## config.mk

```make
export PLATFORM = sky130hd
export DESIGN_NAME = fir_result_reader
export DESIGN_NICKNAME = d
export VERILOG_FILES = /design/src/rtl/fir_rd_pkg.sv /design/src/rtl/fir_rd_fifo.sv /design/src/rtl/fir_result_reader.sv
export SDC_FILE = /design/constraint.sdc
export NUM_CORES = 1
export LEC_CHECK = 0
export CAP_MARGIN = 5
export CORE_ASPECT_RATIO = 0.8
export CORE_MARGIN = 4
export CORE_UTILIZATION = 40
export DETAILED_ROUTE_END_ITERATION = 6
export MAX_ROUTING_LAYER = met4
export SKIP_CTS_REPAIR_TIMING = 1
export SYNTH_ARGS = -nofsm -noshare
export SYNTH_HDL_FRONTEND = slang
export SYNTH_HIERARCHICAL = 1
export SYNTH_SLANG_ARGS = --single-unit
```

## constraint.sdc

```tcl
create_clock -name clk -period 2.66 [get_ports clk]
set_input_delay 0.532 -clock clk [delete_from_list [all_inputs] [get_ports clk]]
set_output_delay 0.532 -clock clk [all_outputs]
set_load 0.01 [all_outputs]
```

## src/rtl/fir_rd_pkg.sv

```systemverilog
// Shared types and constants for the FIR result reader (FSM states, byte width,
// default sizing) plus the byte parity helper.
package fir_rd_pkg;

  localparam int BYTE_W     = 8;
  localparam int DEF_DATA_W = 16;
  localparam int DEF_DEPTH  = 4;

  typedef enum logic [1:0] {
    IDLE    = 2'd0,
    SEND_HI = 2'd1,
    SEND_LO = 2'd2
  } fir_rd_state_e;

  function automatic logic even_parity(input logic [BYTE_W-1:0] b);
    return ^b;
  endfunction

endpackage

```

## src/rtl/fir_rd_fifo.sv

```systemverilog
// Sample FIFO for the FIR result reader. A push into a full FIFO is accepted only
// when a pop happens on the same edge; flags are registered.
module fir_rd_fifo
  import fir_rd_pkg::*;
#(
  parameter int DATA_W = DEF_DATA_W,
  parameter int DEPTH  = DEF_DEPTH
) (
  input  logic                     clk,
  input  logic                     rst_n,
  input  logic                     push,
  input  logic                     pop,
  input  logic [DATA_W-1:0]        wdata,
  output logic [DATA_W-1:0]        head,
  output logic [DATA_W-1:0]        next_head,
  output logic                     full,
  output logic                     empty,
  output logic [$clog2(DEPTH):0]   count
);

  localparam int PTR_W = $clog2(DEPTH);
  localparam int CNT_W = PTR_W + 1;
  localparam logic [CNT_W-1:0] CNT_ONE   = {{(CNT_W-1){1'b0}}, 1'b1};
  localparam logic [CNT_W-1:0] CNT_DEPTH = CNT_W'(DEPTH);
  localparam logic [PTR_W-1:0] PTR_ONE   = {{(PTR_W-1){1'b0}}, 1'b1};

  logic [DATA_W-1:0] mem_q [DEPTH];
  logic [DATA_W-1:0] mem_d [DEPTH];
  logic [PTR_W-1:0]  wr_ptr_q, wr_ptr_d, rd_ptr_q, rd_ptr_d, rd_nxt_s;
  logic [CNT_W-1:0]  count_q, count_d;
  logic              full_q, full_d, empty_q, empty_d;
  logic              wr_en_s, rd_en_s;

  always_comb begin
    wr_en_s  = push & (~full_q | pop);
    rd_en_s  = pop & ~empty_q;
    rd_nxt_s = rd_ptr_q + PTR_ONE;
    mem_d    = mem_q;
    if (wr_en_s) begin
      mem_d[wr_ptr_q] = wdata;
      wr_ptr_d        = wr_ptr_q + PTR_ONE;
    end else begin
      wr_ptr_d = wr_ptr_q;
    end
    if (rd_en_s) begin
      rd_ptr_d = rd_nxt_s;
    end else begin
      rd_ptr_d = rd_ptr_q;
    end
    if (wr_en_s && !rd_en_s) begin
      count_d = count_q + CNT_ONE;
    end else if (!wr_en_s && rd_en_s) begin
      count_d = count_q - CNT_ONE;
    end else begin
      count_d = count_q;
    end
    full_d  = (count_d == CNT_DEPTH);
    empty_d = (count_d == {CNT_W{1'b0}});
  end

  always_ff @(posedge clk or negedge rst_n) begin
    if (!rst_n) begin
      for (int i = 0; i < DEPTH; i++) begin
        mem_q[i] <= {DATA_W{1'b0}};
      end
      wr_ptr_q <= {PTR_W{1'b0}};
      rd_ptr_q <= {PTR_W{1'b0}};
      count_q  <= {CNT_W{1'b0}};
      full_q   <= 1'b0;
      empty_q  <= 1'b1;
    end else begin
      mem_q    <= mem_d;
      wr_ptr_q <= wr_ptr_d;
      rd_ptr_q <= rd_ptr_d;
      count_q  <= count_d;
      full_q   <= full_d;
      empty_q  <= empty_d;
    end
  end

  // With one entry left, the word following the head can only be this cycle's push.
  assign next_head = (count_q > CNT_ONE) ? mem_q[rd_nxt_s] : wdata;
  assign head      = mem_q[rd_ptr_q];
  assign full      = full_q;
  assign empty     = empty_q;
  assign count     = count_q;

endmodule

```

## src/rtl/fir_result_reader.sv

```systemverilog
// Drains 16-bit FIR results as high/low byte pairs over a valid/ack handshake.
// Optional byte parity register is built when FIR_RD_PARITY_EN is defined.
module fir_result_reader
  import fir_rd_pkg::*;
#(
  parameter int DATA_W = DEF_DATA_W,
  parameter int DEPTH  = DEF_DEPTH
) (
  input  logic              clk,
  input  logic              rst_n,
  input  logic [DATA_W-1:0] y_dat,
  input  logic              y_lz,
  output logic [BYTE_W-1:0] byte_out,
  output logic              byte_valid,
  input  logic              byte_ack,
  output logic              byte_hi,
  output logic              byte_par,
  input  logic              ovf_clr,
  output logic              fifo_full,
  output logic              fifo_empty,
  output logic              overflow
);

  localparam int CNT_W = $clog2(DEPTH) + 1;
  localparam logic [CNT_W-1:0] CNT_ONE = {{(CNT_W-1){1'b0}}, 1'b1};

  fir_rd_state_e     state_q, state_d;
  logic [BYTE_W-1:0] byte_q, byte_d;
  logic              valid_q, valid_d, hi_q, hi_d, ovf_q, ovf_d;
  logic              pop_s, ovf_set_s, more_s;
  logic [DATA_W-1:0] head_s, next_head_s, sel_word_s;
  logic [CNT_W-1:0]  count_s;

  fir_rd_fifo #(.DATA_W(DATA_W), .DEPTH(DEPTH)) u_fifo (
    .clk       (clk),
    .rst_n     (rst_n),
    .push      (y_lz),
    .pop       (pop_s),
    .wdata     (y_dat),
    .head      (head_s),
    .next_head (next_head_s),
    .full      (fifo_full),
    .empty     (fifo_empty),
    .count     (count_s)
  );

  always_comb begin
    pop_s      = valid_q & byte_ack & (state_q == SEND_LO);
    ovf_set_s  = y_lz & fifo_full & ~pop_s;
    more_s     = (count_s > CNT_ONE) | y_lz;
    sel_word_s = (state_q == SEND_LO) ? next_head_s : head_s;
    state_d    = state_q;
    byte_d     = byte_q;
    valid_d    = valid_q;
    hi_d       = hi_q;
    case (state_q)
      IDLE: begin
        if (!fifo_empty) begin
          byte_d  = sel_word_s[DATA_W-1 -: BYTE_W];
          valid_d = 1'b1;
          hi_d    = 1'b1;
          state_d = SEND_HI;
        end else begin
          state_d = IDLE;
        end
      end
      SEND_HI: begin
        if (byte_ack) begin
          byte_d  = sel_word_s[BYTE_W-1:0];
          hi_d    = 1'b0;
          state_d = SEND_LO;
        end else begin
          state_d = SEND_HI;
        end
      end
      SEND_LO: begin
        if (byte_ack && more_s) begin
          byte_d  = sel_word_s[DATA_W-1 -: BYTE_W];
          hi_d    = 1'b1;
          state_d = SEND_HI;
        end else if (byte_ack) begin
          valid_d = 1'b0;
          state_d = IDLE;
        end else begin
          state_d = SEND_LO;
        end
      end
      default: begin
        valid_d = 1'b0;
        hi_d    = 1'b0;
        state_d = IDLE;
      end
    endcase
    // A drop and a clear on the same edge leave the flag set.
    if (ovf_set_s) begin
      ovf_d = 1'b1;
    end else if (ovf_clr) begin
      ovf_d = 1'b0;
    end else begin
      ovf_d = ovf_q;
    end
  end

  always_ff @(posedge clk or negedge rst_n) begin
    if (!rst_n) begin
      state_q <= IDLE;
      byte_q  <= {BYTE_W{1'b0}};
      valid_q <= 1'b0;
      hi_q    <= 1'b0;
      ovf_q   <= 1'b0;
    end else begin
      state_q <= state_d;
      byte_q  <= byte_d;
      valid_q <= valid_d;
      hi_q    <= hi_d;
      ovf_q   <= ovf_d;
    end
  end

`ifdef FIR_RD_PARITY_EN
  logic par_q, par_d;

  always_comb begin
    par_d = even_parity(byte_d);
  end

  always_ff @(posedge clk or negedge rst_n) begin
    if (!rst_n) begin
      par_q <= 1'b0;
    end else begin
      par_q <= par_d;
    end
  end

  assign byte_par = par_q;
`else
  assign byte_par = 1'b0;
`endif

  assign byte_out   = byte_q;
  assign byte_valid = valid_q;
  assign byte_hi    = hi_q;
  assign overflow   = ovf_q;

endmodule

```

==> run summary <==
CP Data Required Time: 2.86 ns
Final Cycle Share: 82.2%
Largest net degree at the start of global routing: 51
Critical path data arrival time: 2.39 ns
Stages on worst setup path: 6
Gpl congestion: 0.791
GRT Overall Usage: 15.5%
Leakage: 0.00234 µW
FMAX: 0.457 GHz
Post-DP HPWL: 6.35 mm
Initial antenna violation count: 0
Cell Chain, Critical Path: clkdlybuf4s50_1 -> and3_1 -> nand2b_1 -> and4_1 -> a211oi_1 -> nor3b_1
Power, Total: 7140 µW
CTS tree: done
Final worst setup slack: 0.473 ns
Area growth syn-to-layout: 14.3%
Critical path peak fanout: 10
Worst path slowest cell: clkdlybuf4s50_1
Post-route DRC violation count: 0
RSZ-0062 raised after global routing: false
Worst-Margin Slew: 0.661 ns
Critical path's largest stage delay: 0.47 ns
HP Class: in -> async
Layout cell share with drive strength beyond 1: 38.9%
Filler Cell Count: 1052
Std cell rows: 35
Total CTS buffers: 9
Final Cell Area: 5420 µm²
YS warnings: 6
R2r setup slk: 0.56 ns
Syn_area_per_cell: 15.0 µm²
Clk slew on worst S/H paths: 0.06 ns
Reg2Reg Depth: 6
Rel. slew slack: 55.8%
Number of I/O port buffers: 33
Net Count, Synth: 345
Worst path top cell family by delay: simple AND/OR/NAND/NOR gates
Wirelength per Cell: 19.4 µm
CP startpoint: byte_ack
Post-Place Worst Slack: 0.151 ns
Drt pass-1 iters: 4
Largest vdd supply drop: 626 µV
Mapped Area: 4740 µm²
GR Overflow Total: 0
Worst setup path end: u_fifo/full
Total Die Area: 13700 µm²
Final net count: 373
Initial core utilization: 41.0%
Worst Setup End Kind: flip-flop
Buf+Inv Stages, Crit Path: 1
Setup Skew: 0.00542 ns
Max Cap Viol: 0
Depth of the CTS H-tree: 3
Footprint of the multi-input gates: 2340 µm²
Setup TNS: 0 ns
Placed cell areas: 5150 µm²
Core ar.: 11600 µm²
Placed Instances: 482
Final min period: 2.19 ns
# diodes: 0
FF-to-FF End: u_fifo/full
Status: complete, no violations
FF-to-FF Start: state_q[0]
Via count: 2690
Die X: 130 µm
Clock Path Buffers: 2
Final-report setup violation count: 0
I/O pins: 35
CTS root buf: clkbuf_16
CP Launch Type: input port
Crit Path Category: in -> reg
Die Y: 105 µm
Slew Limit Fails: 0
Hold Fails Final Rpt: 0
Avg Vias per Cell: 5.40
First-pass GRT wire length: 15.8 mm
DRT iter0 DRCs: 231
Gate Count Post-Synth: 317
Clock latency at the later pin of the worst-skew pair: 0.34 ns
Final std cells w/o fill: 498
Clock sinks: 86
P per Cell Area: 1320 nW/µm²
Vias in the first global route: 2817
Final antenna-violating net count: 0
Routed WL: 9.68 mm
FF/Latch Area: 2150 µm²
## where the power goes
group	internal, µW	leakage, µW	switching, µW
sequential	1980	0.00102	491
combinational	2130	0.00118	1370
clock	656	0.000136	500
## through the flow
step | hold slack [ns] | utilization, %
3_5_place_dp | 0.488 | 44.5
2_1_floorplan | 0.236 | -
4_1_cts | 0.183 | 46.9
6_report | 0.162 | 46.9
3_3_place_gp | 0.483 | 44.5
5_1_grt | 0.206 | 46.9
## flip-flops by register name (all words and copies together) (netlist names)
signal           flops
u_fifo/full          1
u_fifo/wr_ptr_q      2
byte_hi              1
u_fifo/count         3
state_q              2
u_fifo/empty         1
overflow             1
byte_out             8
u_fifo/rd_ptr_q      2
u_fifo/mem_q        64
byte_valid           1
## layout make-up
type | count | area share (%)
clock inverter | 4 | 0.439
inverter | 14 | 0.970
multi-input combinational | 194 | 43.2
sequential | 86 | 39.7
timing repair buffer | 40 | 7.71
clock buffer | 12 | 4.55
tap | 148 | 3.42
## worst min-delay path by stage
stage,start,to,cells past startpoint
finish,rst_n,u_fifo/mem_q[61],1
global route,rst_n,u_fifo/mem_q[45],1
CTS,rst_n,u_fifo/mem_q[61],1
detailed placement,u_fifo/mem_q[52],u_fifo/mem_q[52],1
global placement,u_fifo/mem_q[48],u_fifo/mem_q[48],1
floorplan,rst_n,byte_hi,0
## layout by cell type (no fill, tap or decap), types with 5 or more instances in the layout
cell,count
dfrtp_1,85
mux2_4,40
mux2_2,39
clkdlybuf4s50_1,32
mux4_2,24
nand3b_1,15
inv_1,14
clkbuf_16,9
o211ai_1,7
ha_1,7
nor2_1,5
buf_4,5
## metal layers
layer  global-route usage (%)  vias up  wire length, µm
met5                        -        -                0
met4                     3.78        0              104
met3                     3.85       10              336
met2                     22.0       41             4430
met1                     22.3     1423             4810
li1                         -     1216                -
(Power assumes the default switching activity.)
